==> src/rtl/out_uart_if.sv <==
// Byte-output port of out_uart: CPU-side write strobe and data, plus the UART line and status.
// The master side (CPU / testbench) drives the byte and the strobes. The slave side (out_uart)
// drives the line and the status flags.
interface out_uart_if;
  logic [7:0] in;       // byte from CPU output, stable while in_en is high
  logic       in_en;    // write strobe, asynchronous to the UART clock
  logic       ovf_clr;  // synchronous clear of ovf
  logic       tx;       // UART serial line, idle high
  logic       busy;     // frame on the line or bytes queued
  logic       full;     // FIFO holds FIFO_DEPTH bytes
  logic       ovf;      // sticky: a byte was dropped

  modport master (
    output in, in_en, ovf_clr,
    input  tx, busy, full, ovf
  );

  modport slave (
    input  in, in_en, ovf_clr,
    output tx, busy, full, ovf
  );
endinterface

==> src/rtl/out_uart.sv <==
// out_uart: captures CPU output bytes (in/in_en) into a FIFO and serialises them as UART frames.
// The default build sends 8N1 frames. Defining OUT_UART_PARITY_EN inserts an even parity bit (8E1).
// in_en comes from another clock domain and is passed through a 2-FF synchroniser and an edge
// detector. The tx output is registered, so the line lags the FSM state by one clock.
module out_uart #(
  parameter int unsigned CLK_HZ     = 16000000,
  parameter int unsigned BAUD       = 115200,
  parameter int unsigned FIFO_DEPTH = 16
) (
  input  logic      clk,
  input  logic      rst,
  out_uart_if.slave bus
);

  localparam int unsigned Div  = (CLK_HZ + BAUD / 2) / BAUD;
  localparam int unsigned CntW = (Div > 1) ? $clog2(Div) : 1;
  localparam int unsigned PtrW = $clog2(FIFO_DEPTH);
  localparam logic [PtrW:0] FullCount = FIFO_DEPTH[PtrW:0];

`ifdef OUT_UART_PARITY_EN
  typedef enum logic [2:0] {StIdle, StStart, StData, StParity, StStop} state_e;
`else
  typedef enum logic [2:0] {StIdle, StStart, StData, StStop} state_e;
`endif

  // ---------------------------------------------------------------------------
  // in_en synchroniser and rising-edge detect
  // ---------------------------------------------------------------------------
  logic en_s1_q, en_s2_q, en_s3_q;
  logic wr;

  // Two flops for metastability, a third flop to hold the previous value for edge detection.
  always_ff @(posedge clk or negedge rst) begin
    if (!rst) begin
      en_s1_q <= 1'b0;
      en_s2_q <= 1'b0;
      en_s3_q <= 1'b0;
    end else begin
      en_s1_q <= bus.in_en;
      en_s2_q <= en_s1_q;
      en_s3_q <= en_s2_q;
    end
  end

  assign wr = en_s2_q & ~en_s3_q;

  // ---------------------------------------------------------------------------
  // FIFO (pointers carry one extra wrap bit)
  // ---------------------------------------------------------------------------
  logic [7:0]  mem_q [FIFO_DEPTH];
  logic [PtrW:0] wptr_q, rptr_q;
  logic [PtrW:0] count;
  logic        empty, full, pop, push, drop;
  logic [7:0]  head;
  logic        ovf_q;
  state_e      state_q, state_d;

  assign count = wptr_q - rptr_q;
  assign empty = (count == '0);
  assign full  = (count == FullCount);
  assign head  = mem_q[rptr_q[PtrW-1:0]];
  assign pop   = (state_q == StIdle) & ~empty;
  // A pop frees a slot in the same cycle, so a write while full is still accepted.
  assign push  = wr & (~full | pop);
  assign drop  = wr & full & ~pop;

  // Storage array, no reset needed.
  always_ff @(posedge clk) begin
    if (push) begin
      mem_q[wptr_q[PtrW-1:0]] <= bus.in;
    end
  end

  // FIFO pointers and the sticky overflow flag. A drop beats a simultaneous clear.
  always_ff @(posedge clk or negedge rst) begin
    if (!rst) begin
      wptr_q <= '0;
      rptr_q <= '0;
      ovf_q  <= 1'b0;
    end else begin
      if (push) wptr_q <= wptr_q + 1'b1;
      if (pop)  rptr_q <= rptr_q + 1'b1;
      if (drop) begin
        ovf_q <= 1'b1;
      end else if (bus.ovf_clr) begin
        ovf_q <= 1'b0;
      end
    end
  end

  // ---------------------------------------------------------------------------
  // Transmit FSM
  // ---------------------------------------------------------------------------
  logic [CntW-1:0] cnt_q, cnt_d;
  logic [2:0]      idx_q, idx_d;
  logic [7:0]      shift_q, shift_d;
  logic            tx_q, tx_d;
  logic            active_q;
  logic            bit_end;
`ifdef OUT_UART_PARITY_EN
  logic            par_q, par_d;
`endif

  assign bit_end = (cnt_q == CntW'(Div - 1));

  // State, baud counter, shifter and registered line output.
  always_ff @(posedge clk or negedge rst) begin
    if (!rst) begin
      state_q  <= StIdle;
      cnt_q    <= '0;
      idx_q    <= '0;
      shift_q  <= '0;
      tx_q     <= 1'b1;
      active_q <= 1'b0;
`ifdef OUT_UART_PARITY_EN
      par_q    <= 1'b0;
`endif
    end else begin
      state_q  <= state_d;
      cnt_q    <= cnt_d;
      idx_q    <= idx_d;
      shift_q  <= shift_d;
      tx_q     <= tx_d;
      // Extends busy over the last stop-bit clock, which tx shows one cycle after the FSM.
      active_q <= (state_q != StIdle);
`ifdef OUT_UART_PARITY_EN
      par_q    <= par_d;
`endif
    end
  end

  // Next-state logic; tx_d is the line level for the current state.
  always_comb begin
    state_d = state_q;
    cnt_d   = bit_end ? '0 : cnt_q + CntW'(1);
    idx_d   = idx_q;
    shift_d = shift_q;
    tx_d    = 1'b1;
`ifdef OUT_UART_PARITY_EN
    par_d   = par_q;
`endif
    case (state_q)
      StIdle: begin
        cnt_d = '0;
        if (!empty) begin
          shift_d = head;
`ifdef OUT_UART_PARITY_EN
          par_d   = ^head;
`endif
          state_d = StStart;
        end
      end
      StStart: begin
        tx_d = 1'b0;
        if (bit_end) begin
          idx_d   = '0;
          state_d = StData;
        end
      end
      StData: begin
        tx_d = shift_q[0];
        if (bit_end) begin
          shift_d = {1'b0, shift_q[7:1]};
          idx_d   = idx_q + 3'd1;
          if (idx_q == 3'd7) begin
`ifdef OUT_UART_PARITY_EN
            state_d = StParity;
`else
            state_d = StStop;
`endif
          end
        end
      end
`ifdef OUT_UART_PARITY_EN
      StParity: begin
        tx_d = par_q;
        if (bit_end) state_d = StStop;
      end
`endif
      StStop: begin
        tx_d = 1'b1;
        if (bit_end) state_d = StIdle;
      end
      default: begin
        cnt_d   = '0;
        state_d = StIdle;
      end
    endcase
  end

  assign bus.tx   = tx_q;
  assign bus.busy = (state_q != StIdle) | ~empty | active_q;
  assign bus.full = full;
  assign bus.ovf  = ovf_q;

endmodule

==> src/flat_wrapper.sv <==
// flat-port wrapper written by rule: the top's interface ports become plain ports
module out_uart_flat 
#(
  parameter int unsigned CLK_HZ     = 16000000,
  parameter int unsigned BAUD       = 115200,
  parameter int unsigned FIFO_DEPTH = 16
)
  (clk, rst, bus_in, bus_in_en, bus_ovf_clr, bus_tx, bus_busy, bus_full, bus_ovf);
  out_uart_if bus_i ();
  input  logic clk;
  input  logic rst;
  input wire logic [$bits(bus_i.in)-1:0] bus_in;
  input wire logic [$bits(bus_i.in_en)-1:0] bus_in_en;
  input wire logic [$bits(bus_i.ovf_clr)-1:0] bus_ovf_clr;
  output wire logic [$bits(bus_i.tx)-1:0] bus_tx;
  output wire logic [$bits(bus_i.busy)-1:0] bus_busy;
  output wire logic [$bits(bus_i.full)-1:0] bus_full;
  output wire logic [$bits(bus_i.ovf)-1:0] bus_ovf;
  assign bus_i.in = bus_in;
  assign bus_i.in_en = bus_in_en;
  assign bus_i.ovf_clr = bus_ovf_clr;
  assign bus_tx = bus_i.tx;
  assign bus_busy = bus_i.busy;
  assign bus_full = bus_i.full;
  assign bus_ovf = bus_i.ovf;
  out_uart #(.CLK_HZ(CLK_HZ), .BAUD(BAUD), .FIFO_DEPTH(FIFO_DEPTH)) u_core (.clk(clk), .rst(rst), .bus(bus_i));
endmodule
==> config.mk <==
export PLATFORM = sky130hd
export DESIGN_NAME = out_uart_flat
export DESIGN_NICKNAME = d
export VERILOG_FILES = /design/src/rtl/out_uart_if.sv /design/src/rtl/out_uart.sv /design/src/flat_wrapper.sv
export SDC_FILE = /design/constraint.sdc
export NUM_CORES = 1
export LEC_CHECK = 0
export CORE_UTILIZATION = 25
export DETAILED_ROUTE_END_ITERATION = 10
export DONT_BUFFER_PORTS = 1
export GPL_ROUTABILITY_DRIVEN = 0
export PLACE_DENSITY = 0.45
export SLEW_MARGIN = 20
export SYNTH_ARGS = -nofsm -noshare
export SYNTH_HDL_FRONTEND = slang
export SYNTH_SLANG_ARGS = --single-unit
==> constraint.sdc <==
create_clock -name clk -period 6.53 [get_ports clk]
set_input_delay 0.9795 -clock clk [delete_from_list [all_inputs] [get_ports clk]]
set_output_delay 0.9795 -clock clk [all_outputs]
set_load 0.02 [all_outputs]
==> flow_metrics.env <==
export IMPL_layout_common_cells="edfxtp_1 (128), mux2i_1 (37), dfrtp_1 (35)"
export IMPL_cellPowerDensity_nw_per_um2=444.3
export IMPL_fin_nets=458
export IMPL_core_area_um2=27180
export IMPL_cp_end_kind="output port"
export IMPL_timing_hold_ws_ns=0.2463
export IMPL_fmax_ghz=0.2325
export IMPL_use_met3=0.02221
export IMPL_clk_latency_ns=0.43
export IMPL_cts_made_buffers=17
export IMPL_clockBufferDepth=2
export IMPL_async_flop_share=0.2242
export IMPL_grt_usage=0.1133
export IMPL_busiest_layer="met2"
export IMPL_crit_fanout=23
export IMPL_post_dp_hpwl_um=10090
export IMPL_syn_to_final_growth_pct=15.32
export IMPL_seq_area_um2=4772
export IMPL_tightestPinTransition_ns=1.079
export IMPL_arrival_ns=3.32
export IMPL_fp_dieH_um=168.9
export IMPL_viasPerCell=4.452
export IMPL_die_area_um2=28530
export IMPL_synthesis_instances=425
export IMPL_cts_tree="built"
export IMPL_gr_total_overflow=0
export IMPL_hold_buffers=0
export IMPL_slew_headroom=0.2753
export IMPL_grt_max_degree=51
export IMPL_finalCriticalPeriod_ns=4.300
export IMPL_synth_area_um2=6965
export IMPL_period_share=0.6586
export IMPL_synth_edf_count=128
export IMPL_vias=3624
export IMPL_use_met1=0.1470
export IMPL_syn_avg_cell_area_um2=16.39
export IMPL_ctsHtreeMaxLevel=4
export IMPL_antenna_found_initial=0
export IMPL_avgRoutedWirePerCell_um=18.84
export IMPL_rsz0062_at_grt="no"
export IMPL_met2_usage=0.1818
export IMPL_setup_violations=0
export IMPL_leakage_nw=2.794
export IMPL_clock_sinks=165
export IMPL_ys_seq_area_frac=0.6849
export IMPL_synth_seq_cells=165
export IMPL_hold_violations=0
export IMPL_rows=60
export IMPL_drive_gt1_frac=0.1769
export IMPL_grt_first_pass_wirelength_um=23250
export IMPL_netlist_cell_type_count=45
export IMPL_vdd_drop_max_mv=0.1696
export IMPL_hold_path_class="primary input to async pin"
export IMPL_clk_pin_slew_ns=0.07
export IMPL_ant_nets=0
export IMPL_criticalPathCategory="flip-flop to output port"
export IMPL_final_common_cell="edfxtp_1"
export IMPL_drc=0
export IMPL_wirelength_um=15330
export IMPL_port_buffers=0
export IMPL_fillers=2728
export IMPL_crit_path_start_kind="flip-flop"
export IMPL_cts_resized=0
export IMPL_outcome="completed"
export IMPL_maxCapViolCount=0
export IMPL_synthFlopType="edfxtp_1"
export IMPL_finalSetupTns_ns=0
export IMPL_clock_skew_ns=0.01430
export IMPL_drtIter0Drc=236
export IMPL_fp_dieW_um=168.9
export IMPL_synth_nets=455
export IMPL_finalMaxSlewViolations=0
export IMPL_yosysWarningCount=0
export IMPL_firstDrtPassIters=4
export IMPL_crit_required_ns=5.55
export IMPL_grt_pass1_vias=3765
export IMPL_root_buffer="clkbuf_16"
export IMPL_initial_utilization=0.2563
export IMPL_post_cts_buffers=0
export IMPL_io_pins=16
export IMPL_multi_input_area_um2=2125
==> sequential cells by signal, summed over array words and instances (netlist names) <==
| name | cells |
|---|---|
| u_core.shift_q | 8 |
| u_core.active_q | 1 |
| u_core.mem_q | 128 |
| u_core.state_q | 2 |
| u_core.bus.ovf | 1 |
| u_core.en_s2_q | 1 |
| u_core.idx_q | 3 |
| u_core.wptr_q | 5 |
| u_core.rptr_q | 5 |
| u_core.en_s3_q | 1 |
| u_core.en_s1_q | 1 |
| u_core.bus.tx | 1 |
| u_core.cnt_q | 8 |
==> stage by stage <==
stage	util	power [mW]	std cells	area, um^2	setup WS [ns]
floorplan	-	2.239	425	6965	3.238
global placement	0.2719	2.536	781	7388	2.584
detailed placement	0.2719	2.542	781	7388	2.433
CTS	0.2947	3.594	813	8008	2.217
global route	0.2955	3.748	813	8030	2.084
finish	0.2956	3.569	814	8033	2.230
==> worst max-delay path, stage by stage, from the launching register on <==
cell	delay, ns
dfrtp_1	1.03
inv_1	0.20
ha_1	0.36
nor2b_1	0.15
o211ai_1	0.19
nand3_1	0.16
nor2b_1	0.19
or4_1	0.61
==> synthesized netlist by cell type (3+ instances only) <==
cell type	instances	share of area
a21oi_1	11	0.0079
a22oi_1	7	0.0075
a32o_1	4	0.0057
a32oi_1	7	0.0088
and3_1	3	0.0027
buf_2	4	0.0029
clkbuf_1	9	0.0048
dfrtp_1	36	0.13
edfxtp_1	128	0.55
ha_1	18	0.032
inv_1	11	0.0059
mux2_2	10	0.016
mux2i_1	37	0.053
mux4_2	18	0.058
nand2_1	18	0.0097
nand2b_1	4	0.0036
nand3_1	9	0.0065
nor2_1	20	0.011
nor2b_1	3	0.0027
nor3_1	6	0.0043
nor4b_1	4	0.0050
o211ai_1	3	0.0032
o21ai_0	11	0.0079
or2_2	3	0.0027
xnor2_1	8	0.010
xor2_1	9	0.011
==> report_power, final <==
| part | total [mW] | internal, mW | switching [mW] |
|---|---|---|---|
| sequential | 1.43 | 1.27 | 0.162 |
| clock | 1.05 | 0.615 | 0.435 |
| combinational | 1.09 | 0.477 | 0.614 |
==> routing by layer <==
metal | vias to the layer above | routed length (um)
li1 | 1650 | -
met1 | 1865 | 6875
met2 | 91 | 7348
met3 | 18 | 692
met4 | 0 | 417
met5 | - | 0
==> area by class of cell <==
cell class / count / area share
Sequential cell: 165 / 0.5941
Multi-Input combinational cell: 232 / 0.2645
Tap cell: 372 / 0.05794
Clock buffer: 18 / 0.05343
Clock inverter: 14 / 0.02368
Inverter: 11 / 0.005140
Timing Repair Buffer: 1 / 0.0009346
Antenna cell: 1 / 0.0003115
==> path summary, 6_finish.rpt <==
kind,endpoint,depth (start not counted),from,slack (ns)
max in group asynchronous,u_core.bus.tx$_DFF_PN1_,0,rst,6.09
min,u_core.cnt_q[5]$_DFF_PN0_,0,rst,0.25
max,bus_busy,7,u_core.rptr_q[1]$_DFFE_PN0P_,2.23
min in group clk,u_core.en_s2_q$_DFF_PN0_,0,u_core.en_s1_q$_DFF_PN0_,0.35
min reg2reg,u_core.en_s2_q$_DFF_PN0_,0,u_core.en_s1_q$_DFF_PN0_,0.35
max reg2reg,u_core.mem_q[9][7]$_DFFE_PP_,8,u_core.rptr_q[1]$_DFFE_PN0P_,2.68
==> kinds of logic after synthesis <==
logic type               synth area share
AND/OR/NAND/NOR                   0.06215
buffers and inverters             0.01688
multiplexers                       0.1297
XOR/XNOR                          0.02138
AO/OA/AOI/OAI                     0.05263
adder cells (fa/ha/maj)           0.03233
flip-flops                         0.6849
No activity file was read; power rests on OpenSTA's default activity.
